### src/rtl/pixel_scan_ctrl.sv
// pixel_scan_ctrl: walks the pixel mux select 0..NUM_PIX-1 and streams captures.
// Define PIXEL_SUM_EN to add the per-frame frame_sum accumulator.
`ifndef PIX_WIDTH
`define PIX_WIDTH 8
`endif

module pixel_scan_ctrl #(
  parameter int NUM_PIX = 50,
  parameter int SEL_W   = 6,
  parameter int PIX_W   = `PIX_WIDTH
) (
  input  logic                   clk,
  input  logic                   rst_n,
  input  logic                   start,
  output logic                   busy,
  output logic [SEL_W-1:0]       Pixel_Select,
  input  logic [PIX_W-1:0]       Selected_Pixel,
  output logic [PIX_W-1:0]       out_data,
  output logic [SEL_W-1:0]       out_idx,
  output logic                   out_valid,
  input  logic                   out_ready,
  output logic                   out_last,
`ifdef PIXEL_SUM_EN
  output logic [PIX_W+SEL_W-1:0] frame_sum,
`endif
  output logic                   done
);

  localparam logic [SEL_W-1:0] LAST_SEL = SEL_W'(NUM_PIX - 1);

  typedef enum logic [1:0] {
    S_IDLE,
    S_SCAN,
    S_DRAIN
  } state_t;

  state_t state;
  state_t state_nx;
  logic   load;
  logic   accept;
  logic   at_last;

  assign at_last  = (Pixel_Select == LAST_SEL);
  assign load     = (state == S_SCAN) && (!out_valid || out_ready);
  assign accept   = out_valid && out_ready;
  assign busy     = (state != S_IDLE);
  assign out_last = out_valid && (out_idx == LAST_SEL);

  always_ff @(posedge clk or negedge rst_n) begin
    if (!rst_n) begin
      state <= S_IDLE;
    end else begin
      state <= state_nx;
    end
  end

  always_comb begin
    state_nx = state;
    unique case (state)
      S_IDLE:  if (start) state_nx = S_SCAN;
      S_SCAN:  if (load && at_last) state_nx = S_DRAIN;
      S_DRAIN: if (accept) state_nx = S_IDLE;
      default: state_nx = S_IDLE;
    endcase
  end

  // The select only advances on a capture, so the mux output has a full
  // cycle to settle before it is sampled; it never steps past the last pixel.
  always_ff @(posedge clk or negedge rst_n) begin
    if (!rst_n) begin
      Pixel_Select <= '0;
      out_data     <= '0;
      out_idx      <= '0;
      out_valid    <= 1'b0;
      done         <= 1'b0;
    end else begin
      done <= 1'b0;
      if (load) begin
        out_data  <= Selected_Pixel;
        out_idx   <= Pixel_Select;
        out_valid <= 1'b1;
        if (!at_last) begin
          Pixel_Select <= Pixel_Select + 1'b1;
        end
      end
      if ((state == S_DRAIN) && accept) begin
        out_valid    <= 1'b0;
        done         <= 1'b1;
        Pixel_Select <= '0;
      end
    end
  end

`ifdef PIXEL_SUM_EN
  always_ff @(posedge clk or negedge rst_n) begin
    if (!rst_n) begin
      frame_sum <= '0;
    end else if ((state == S_IDLE) && start) begin
      frame_sum <= '0;
    end else if (accept) begin
      frame_sum <= frame_sum + {{SEL_W{1'b0}}, out_data};
    end
  end
`endif

endmodule

### config.mk
export PLATFORM = sky130hd
export DESIGN_NAME = pixel_scan_ctrl
export DESIGN_NICKNAME = d
export VERILOG_FILES = /design/src/rtl/pixel_scan_ctrl.sv
export SDC_FILE = /design/constraint.sdc
export NUM_CORES = 1
export LEC_CHECK = 0
export CAP_MARGIN = 20
export CORE_UTILIZATION = 47
export DETAILED_ROUTE_END_ITERATION = 16
export PLACE_DENSITY = 0.88
export SKIP_LAST_GASP = 1
export SLEW_MARGIN = 20
export SYNTH_ARGS = -nofsm -noshare
export SYNTH_HDL_FRONTEND = slang
export SYNTH_SLANG_ARGS = --single-unit
### constraint.sdc
create_clock -name clk -period 2.5 [get_ports clk]
set_input_delay 0.375 -clock clk [delete_from_list [all_inputs] [get_ports clk]]
set_output_delay 0.375 -clock clk [all_outputs]
set_load 0.01 [all_outputs]
==> run_results.csv, run 1 <==
group,metric,value,unit
status,status,"finished, final reports clean",
routing,wl_per_cell,14.1,um
place,port_buffers,35,
worst_setup_path,startpoint_type,"flip-flop",
synthesis,ys_seq_area_share,57.5,%
routing,via_count,763,
clock_tree,clock_latency,0.31,ns
floorplan,core,2020,um^2
floorplan,ios,36,
sta,worst_pin_slew,0.395,ns
power,power_switching,0.425,mW
synthesis,synth_edf_count,0,
hold_path,hold_class,"in -> async",
floorplan,die_w,49.1,um
synthesis,async_flop_share,100,%
power,comb_power_share,38.3,%
power,clock_power_share,14.7,%
floorplan,rows,16,
clock_tree,post_cts_buffers,0,
finish,ff_latch_area,601,um^2
worst_setup_path,rr_startpoint,"out_valid",
finish,area_growth,39.9,%
floorplan,die_h,49.1,um
place,dp_hpwl,1.48,mm
worst_setup_path,cp-end-kind,"output port",
clock_tree,cts_sinks,24,
sta,whs,0.406,ns
sta,final.min_clock_period,2.06,ns
worst_setup_path,crit_path_max_fanout,3,
worst_setup_path,worstPathRequired,2.12,ns
grt,grt_pass1_vias,768,
finish,finalNetCount,134,
power,seq_power_share,47.1,%
finish,final_cell_mix,"clkdlybuf4s50_1 (35), dfrtp_1 (24), mux2_2 (14)",
clock_tree,cts.clk_slew.worst_paths,0.12,ns
finish,layout-drive-gt1-share,20.2,%
clock_tree,cts_buffers,3,
clock_tree,hold_buffers,0,
floorplan,start_util,51.7,%
clock_tree,cts.repair.resized,0,
synthesis,ys_types,21,
finish,final_common_cell,"clkdlybuf4s50_1",
place,dp.cells,142,
power,ir_drop,0.574,mV
worst_setup_path,critPathKind,"reg -> out",
routing,ant_nets,0,
routing,drtIter0Drc,7,
clock_tree,root_buffer,"clkbuf_4",
place,globalplace.congestion,0.676,
worst_setup_path,cp.arrival,1.68,ns
power,p_sw_share,31.8,%
clock_tree,cts_tree,"built",
finish,fill_cells,126,
sta,slew_headroom,73.6,%
floorplan,die_area,2420,um^2
worst_setup_path,worstSetupStartpoint,"out_idx[1]",
sta,maxSlewViolCount,0,
synthesis,syn_area_per_cell,13.1,um^2
synthesis,synth-seq-cells,24,
power,leakagePower,0.669,nW
sta,setup_violations,0,
grt,grt_remaining_overflow,0,
grt,grt_pass1_wl,3.51,mm
finish,fin_cells,146,
grt,grt_max_degree,25,
power,power_density,913,nW/um^2
synthesis,postSynthCellCount,80,
sta,finClkSkew,0.00243,ns
sta,hold_violations,0,
clock_tree,htreeDepth,1,
synthesis,syn_area,1040,um^2
finish,num_antenna_cells,0,
routing,drt_first_pass_iters,4,
synthesis,synthesis.nets,94,
grt,grt_use_total,19.3,%
sta,fin_setup_tns,0,ns
synthesis,yosysWarnings,0,
routing,routed_via_density,5.23,
job,cap_violations,0,
clock_tree,cts_max_path_buffers,2,
sta,fin_crit_sh,82.3,%
routing,routed_wirelength,2.05,mm
synthesis,ys.flop_type,"dfrtp_1",
grt,antenna_found_initial,0,
sta,rsz0062_at_grt,"false",
sta,max_freq,486,MHz
routing,drc_errors,0,
power,p_int,0.910,mW
finish,multi_input_area,414,um^2
[through the flow]
step | utilization, % | setup slack (ns) | total power, mW | cell area, um^2
after floorplan | - | 1.07 | 0.843 | 1040
after global placement | 70.5 | 0.611 | 1.13 | 1430
after detailed placement | 70.5 | 0.561 | 1.15 | 1430
after CTS | 72.3 | 0.432 | 1.35 | 1460
after global routing | 72.3 | 0.296 | 1.42 | 1460
final | 72.3 | 0.443 | 1.33 | 1460
[final cells by class]
type	count	share of cell area [%]
timing repair buffer	37	25.0
tap	27	2.31
multi-input combinational	51	28.3
inverter	3	0.771
clock buffer	4	2.48
sequential	24	41.1
[worst max-delay path: stages, from the launching register on]
cell	delay [ns]
dfrtp_1	0.41
nand3b_1	0.18
nor4_1	0.20
clkdlybuf4s50_1	0.59
[state kept, by name, summed over array words and instances (netlist names)]
signal / flops
out_data: 8
Pixel_Select: 6
out_idx: 6
state: 2
done: 1
out_valid: 1
[cell families (layout without fill, tap and decap cells)]
group	after synthesis	in the layout	synth area share (%)
AND/OR/NAND/NOR	27	27	15.2
flip-flops	24	24	57.5
adder cells (fa/ha/maj)	2	2	2.39
buffers and inverters	5	44	2.87
multiplexers	19	19	19.9
AO/OA/AOI/OAI	3	3	2.16
[cell usage after synthesis, types with 2 or more instances]
cell type  instances  area (um^2)
dfrtp_1           24          601
ha_1               2         25.0
inv_1              3         11.3
mux2_2            14          158
mux2i_1            5         50.1
nand2_1           12         45.0
nand4_1            4         25.0
nor2_1             3         11.3
[path summary, 6_finish.rpt]
kind | endpoint | slack (ns) | cells past startpoint
worst max-delay path | out_last | 0.44 | 3
worst min-delay path | Pixel_Select[0] | 0.41 | 2
worst max register to register | out_data[5] | 0.95 | 4
worst min register to register | out_data[3] | 0.52 | 1
max in group asynchronous | out_idx[5] | 1.87 | 2
min in group clk | out_data[3] | 0.52 | 1
[layer usage]
layer / vias up / track usage [%] / wire length (um)
li1: 359 / - / -
met1: 381 / 21.3 / 877
met2: 21 / 35.4 / 1050
met3: 2 / 6.23 / 107
met4: 0 / 4.41 / 12
met5: - / 0 / 0
[power by group through the flow]
stage	clock, mW	sequential, mW	combinational [mW]
global route	0.218	0.650	0.547
detailed placement	0	0.635	0.516
CTS	0.204	0.628	0.518
global placement	0	0.629	0.497
finish	0.196	0.628	0.511
floorplan	0	0.661	0.182
No activity file was read; power rests on OpenSTA's default activity.
==> run 2: changes to the inputs <==
CORE_UTILIZATION = 39   (was 47)
PLACE_DENSITY = 0.78   (was 0.88)
clock period = 1.7 ns   (was 2.5 ns; I/O delays follow)
==> run 2 against run 1 <==
Against the previous run:
- routed wire length increased by 7.3%
- non-clock buffer count increased by 4
- cell area increased by 3.9%
- first-iteration DRC count decreased by 14%
- clock skew increased by 0.0014 ns
- combinational power increased by 49%
- die area increased by 20%
- sequential cell count unchanged
- critical path type unchanged
==> run_results.csv, run 2 (synthesis gave the netlist of run 1 again) <==
group,metric,value,unit
worst_setup_path,crit_chain,"nand3b_1 -> nor4_2 -> clkdlybuf4s15_1",
status,status,"finished, final reports clean",
grt,grtUsageMet1,22.4,%
clock_tree,cts_buffers,3,
sta,fin_crit_sh,94.6,%
power,p_sw_share,32.1,%
power,power_density,1320,nW/um^2
sta,worst_pin_slew,0.293,ns
worst_setup_path,slowest_stage,"dfrtp_1",
grt,grt_pass1_wl,3.54,mm
routing,via_count,793,
power,seq_power_share,47.2,%
sta,fin_setup_tns,0,ns
clock_tree,cts_tree,"built",
worst_setup_path,cp.depth,3,
sta,setup_violations,0,
routing,drtIter0Drc,6,
routing,routed_via_density,5.18,
worst_setup_path,rr_startpoint,"out_valid",
power,p_int,1.36,mW
grt,grt_use_total,17.6,%
finish,final_cell_mix,"clkdlybuf4s50_1 (33), dfrtp_1 (20), mux2_2 (14)",
clock_tree,clock_latency,0.31,ns
sta,hold_violations,0,
finish,largest_reg_flops,8,
sta,slew_headroom,80.5,%
power,leakagePower,0.687,nW
finish,final_common_cell,"clkdlybuf4s50_1",
clock_tree,root_buffer,"clkbuf_4",
grt,met3_usage,4.24,%
grt,grt_pass1_vias,757,
floorplan,die_h,53.8,um
sta,rsz0062_at_grt,"true",
clock_tree,htreeDepth,1,
sta,max_freq,622,MHz
grt,top_usage_layer,"met2",
routing,ant_nets,0,
finish,finalNetCount,138,
worst_setup_path,slowest_delay,0.41,ns
finish,largest_registers,"out_data x8, Pixel_Select x6, out_idx x6",
worst_setup_path,reg2reg_to,"out_data[4]",
worst_setup_path,rr_worst_depth,5,
worst_setup_path,crit_path_max_fanout,3,
clock_tree,cts.clk_slew.worst_paths,0.12,ns
finish,area_growth,45.3,%
power,clock_power_share,14.6,%
worst_setup_path,critPathKind,"reg -> out",
worst_setup_path,cp-end-kind,"output port",
routing,drc_errors,0,
sta,finClkSkew,0.00379,ns
finish,layout-drive-gt1-share,26.8,%
routing,routed_wirelength,2.20,mm
worst_setup_path,cp_top_family,"flip-flops",
finish,final_util,60.7,%
floorplan,ios,36,
grt,antenna_found_initial,0,
clock_tree,hold_buffers,0,
worst_setup_path,worstSetupStartpoint,"out_idx[1]",
worst_setup_path,path_buf_inv,1,
floorplan,rows,18,
sta,final.min_clock_period,1.61,ns
clock_tree,cts_max_path_buffers,2,
sta,maxSlewViolCount,0,
worst_setup_path,r2r_slack,0.13,ns
worst_setup_path,startpoint_type,"flip-flop",
place,dp_hpwl,1.55,mm
hold_path,hold_class,"in -> async",
routing,drt_first_pass_iters,4,
floorplan,start_util,41.8,%
clock_tree,cts_sinks,24,
worst_setup_path,crit_end,"out_last",
floorplan,die_w,53.8,um
grt,grt_remaining_overflow,0,
finish,num_antenna_cells,0,
worst_setup_path,cp.arrival,1.35,ns
grt,grt_use_met2,28.8,%
floorplan,core,2500,um^2
place,globalplace.congestion,0.661,
finish,top_register,"out_data",
routing,wl_per_cell,14.4,um
place,port_buffers,35,
worst_setup_path,worstPathRequired,1.44,ns
grt,grt_max_degree,25,
power,ir_drop,0.926,mV
job,cap_violations,0,
floorplan,die_area,2890,um^2
power,power_switching,0.642,mW
power,comb_power_share,38.2,%
==> run 2: cell types whose count changed in the layout (fill, tap and decap cells not counted) <==
cell,change
nor4_2,+1
dlygate4sd2_1,+1
buf_12,+1
buf_4,+3
nor4_1,-1
dfrtp_1,-4
dfrtp_2,+4
clkdlybuf4s50_1,-2
clkdlybuf4s15_1,+1
==> run 2: power by group through the flow <==
stage	Sequential, mW	Combinational, mW	Clock [mW]
global placement	0.933	0.743	0
global route	0.978	0.830	0.332
CTS	0.932	0.770	0.307
finish	0.944	0.763	0.291
floorplan	0.973	0.267	0
detailed placement	0.943	0.762	0
==> run 2: worst min path at each step <==
stage                 from              end  slack [ns]  depth (start not counted)
3_5_place_dp   out_data[3]      out_data[3]        0.50                          1
5_1_grt              rst_n      out_data[5]        0.29                          2
3_3_place_gp   out_data[4]      out_data[4]        0.49                          1
6_report             rst_n      out_data[5]        0.29                          2
4_1_cts              rst_n       out_idx[0]        0.30                          2
2_1_floorplan        rst_n  Pixel_Select[0]       -0.04                          0
==> run 2: final cells by class <==
cell class	instances	area [um^2]
Clock buffer	4	36.3
Fill cell	209	982
Inverter	3	11.3
Multi-Input combinational cell	51	420
Sequential cell	24	606
Tap cell	30	37.5
Timing Repair Buffer	41	407
==> run 2: metal layers <==
layer	wire, um	up-vias
li1	-	370
met5	0	-
met4	23	0
met3	100	4
met1	955	394
met2	1120	25
==> run 2: through the flow <==
| stage | hold slack, ns | power, mW | cell area, um^2 | setup WS (ns) | cells |
|---|---|---|---|---|---|
| floorplan | -0.0406 | 1.24 | 1040 | 0.270 | 80 |
| global placement | 0.492 | 1.68 | 1460 | -0.0129 | 147 |
| detailed placement | 0.498 | 1.70 | 1460 | -0.0680 | 147 |
| CTS | 0.298 | 2.01 | 1510 | 0.00252 | 153 |
| global route | 0.289 | 2.14 | 1520 | -0.0436 | 153 |
| finish | 0.291 | 2.00 | 1520 | 0.0917 | 153 |
==> run 2: worst register-to-register path, stage by stage (launching register included) <==
cell and delay [ns]:
dfrtp_1 0.41, buf_4 0.15, nor2b_4 0.13, nor3b_4 0.22
buf_12 0.19, mux2_2 0.36
==> run 2: what timing repair did <==
item | 4_1_cts | 5_1_grt
hold endpoints to repair | 0 | 0
resized for setup | 2 | 6
setup buffers | 2 | 0
setup endpoints to repair | 2 | 5
==> run 3: changes to the inputs <==
PLACE_DENSITY = 0.8   (was 0.78)
==> run 3 against run 2 <==
Against the previous run:
- combinational power rose by 0.9%
- sequential power fell by 2%
- sequential cell count unchanged
- critical path depth is 2 lower
- total power decreased by 3.4%
- final cell count is 0.65% lower
==> run_results.csv, run 3 (synthesis gave the netlist of run 1 again) <==
group,metric,value,unit
place,port_buffers,35,
sta,rsz0062_at_grt,"false",
floorplan,core,2500,um^2
clock_tree,hold_buffers,0,
routing,drc_errors,0,
clock_tree,cts_tree,"built",
sta,max_freq,620,MHz
sta,finClkSkew,0.00338,ns
power,power_switching,0.628,mW
clock_tree,cts_buffers,3,
sta,fin_crit_sh,94.9,%
power,p_sw_share,32.5,%
worst_setup_path,startpoint_type,"flip-flop",
finish,largest_registers,"out_data x8, Pixel_Select x6, out_idx x6",
routing,routed_via_density,5.02,
sta,final.min_clock_period,1.61,ns
power,clock_power_share,12.2,%
place,dp_hpwl,1.53,mm
place,pre_cts_slack,-0.0645,ns
grt,grt_pass1_vias,822,
grt,grt_pass1_wl,3.45,mm
grt,antenna_found_initial,0,
finish,layout-drive-gt1-share,24.6,%
worst_setup_path,slowest_delay,0.58,ns
power,ir_drop,0.819,mV
power,leakagePower,0.685,nW
sta,whs,0.304,ns
grt,grt_use_total,16.4,%
power,seq_power_share,47.9,%
clock_tree,cts_sinks,24,
clock_tree,cts.clk_slew.worst_paths,0.12,ns
finish,fill_cells,218,
sta,timing.final.ws_setup,0.0860,ns
worst_setup_path,critPathKind,"reg -> out",
floorplan,die_w,53.8,um
worst_setup_path,cp-end-kind,"output port",
clock_tree,root_buffer,"clkbuf_4",
power,p_int,1.30,mW
sta,worst_pin_slew,0.296,ns
finish,area_growth,43.1,%
grt,grt_max_degree,25,
clock_tree,cts_max_path_buffers,2,
finish,num_antenna_cells,0,
finish,final_common_cell,"clkdlybuf4s50_1",
finish,largest_reg_flops,8,
worst_setup_path,crit_chain,"clkdlybuf4s50_1",
finish,final_cell_mix,"clkdlybuf4s50_1 (33), dfrtp_1 (21), mux2_2 (14)",
routing,routed_wirelength,2.02,mm
sta,hold_violations,0,
sta,fin_setup_tns,0,ns
worst_setup_path,worstPathRequired,1.44,ns
routing,ant_nets,0,
clock_tree,htreeDepth,1,
worst_setup_path,path_buf_inv,1,
worst_setup_path,crit_path_max_fanout,7,
finish,top_register,"out_data",
finish,finalNetCount,138,
sta,maxSlewViolCount,0,
status,status,"finished, final reports clean",
routing,drtIter0Drc,8,
worst_setup_path,slowest_stage,"clkdlybuf4s50_1",
routing,via_count,763,
floorplan,die_h,53.8,um
floorplan,start_util,41.8,%
clock_tree,clock_latency,0.30,ns
power,comb_power_share,39.9,%
floorplan,ios,36,
routing,drt_first_pass_iters,4,
power,power_density,1290,nW/um^2
floorplan,die_area,2890,um^2
sta,slew_headroom,80.2,%
grt,grt_remaining_overflow,0,
floorplan,rows,18,
job,cap_violations,0,
worst_setup_path,cp.arrival,1.36,ns
hold_path,hold_class,"in -> async",
routing,wl_per_cell,13.3,um
worst_setup_path,cp_top_family,"buffers and inverters",
sta,setup_violations,0,
place,globalplace.congestion,0.659,
[run 3: power groups by stage]
stage | clock network [mW] | logic [mW] | registers, mW
finish | 0.236 | 0.770 | 0.925
CTS | 0.244 | 0.780 | 0.921
floorplan | 0 | 0.267 | 0.973
global placement | 0 | 0.744 | 0.927
global route | 0.263 | 0.848 | 0.954
detailed placement | 0 | 0.770 | 0.935
[run 3: repair_timing]
| action | in CTS | in global routing |
|---|---|---|
| setup buffers | 2 | 0 |
| resized for setup | 3 | 4 |
| setup endpoints to repair | 2 | 3 |
| endpoints found under the hold margin | 0 | 0 |
[run 3: metrics by stage]
step	std cells	power (mW)	instance area, um^2	utilization [%]
after floorplan	80	1.24	1040	-
after global placement	147	1.67	1460	58.3
after detailed placement	147	1.70	1460	58.3
after CTS	152	1.94	1490	59.7
after global routing	152	2.07	1500	59.8
final	152	1.93	1500	59.8
[run 3: final cells by class]
type                            count  area (um^2)  area share (%)
Inverter                            3         11.3           0.753
Clock buffer                        3         22.5            1.51
Sequential cell                    24          604            40.4
Timing Repair Buffer               41          405            27.1
Multi-Input combinational cell     51          414            27.7
Tap cell                           30         37.5            2.51
[run 3: routing by layer]
layer	GRT usage (%)	share of wire (%)
met5	0	0
met4	3.95	0
met3	4.80	7.7
met2	27.8	51
met1	20.3	42
[run 3: final timing paths]
kind                                      start               to  cells past startpoint  slack, ns
min in group clk                    out_data[1]      out_data[1]                      1       0.52
worst min-delay path                      rst_n       out_idx[1]                      2       0.30
worst min register to register      out_data[1]      out_data[1]                      1       0.52
worst max-delay path            Pixel_Select[3]  Pixel_Select[3]                      1       0.09
worst max register to register        out_valid       out_idx[2]                      4       0.23
max in group asynchronous                 rst_n  Pixel_Select[2]                      2       1.15
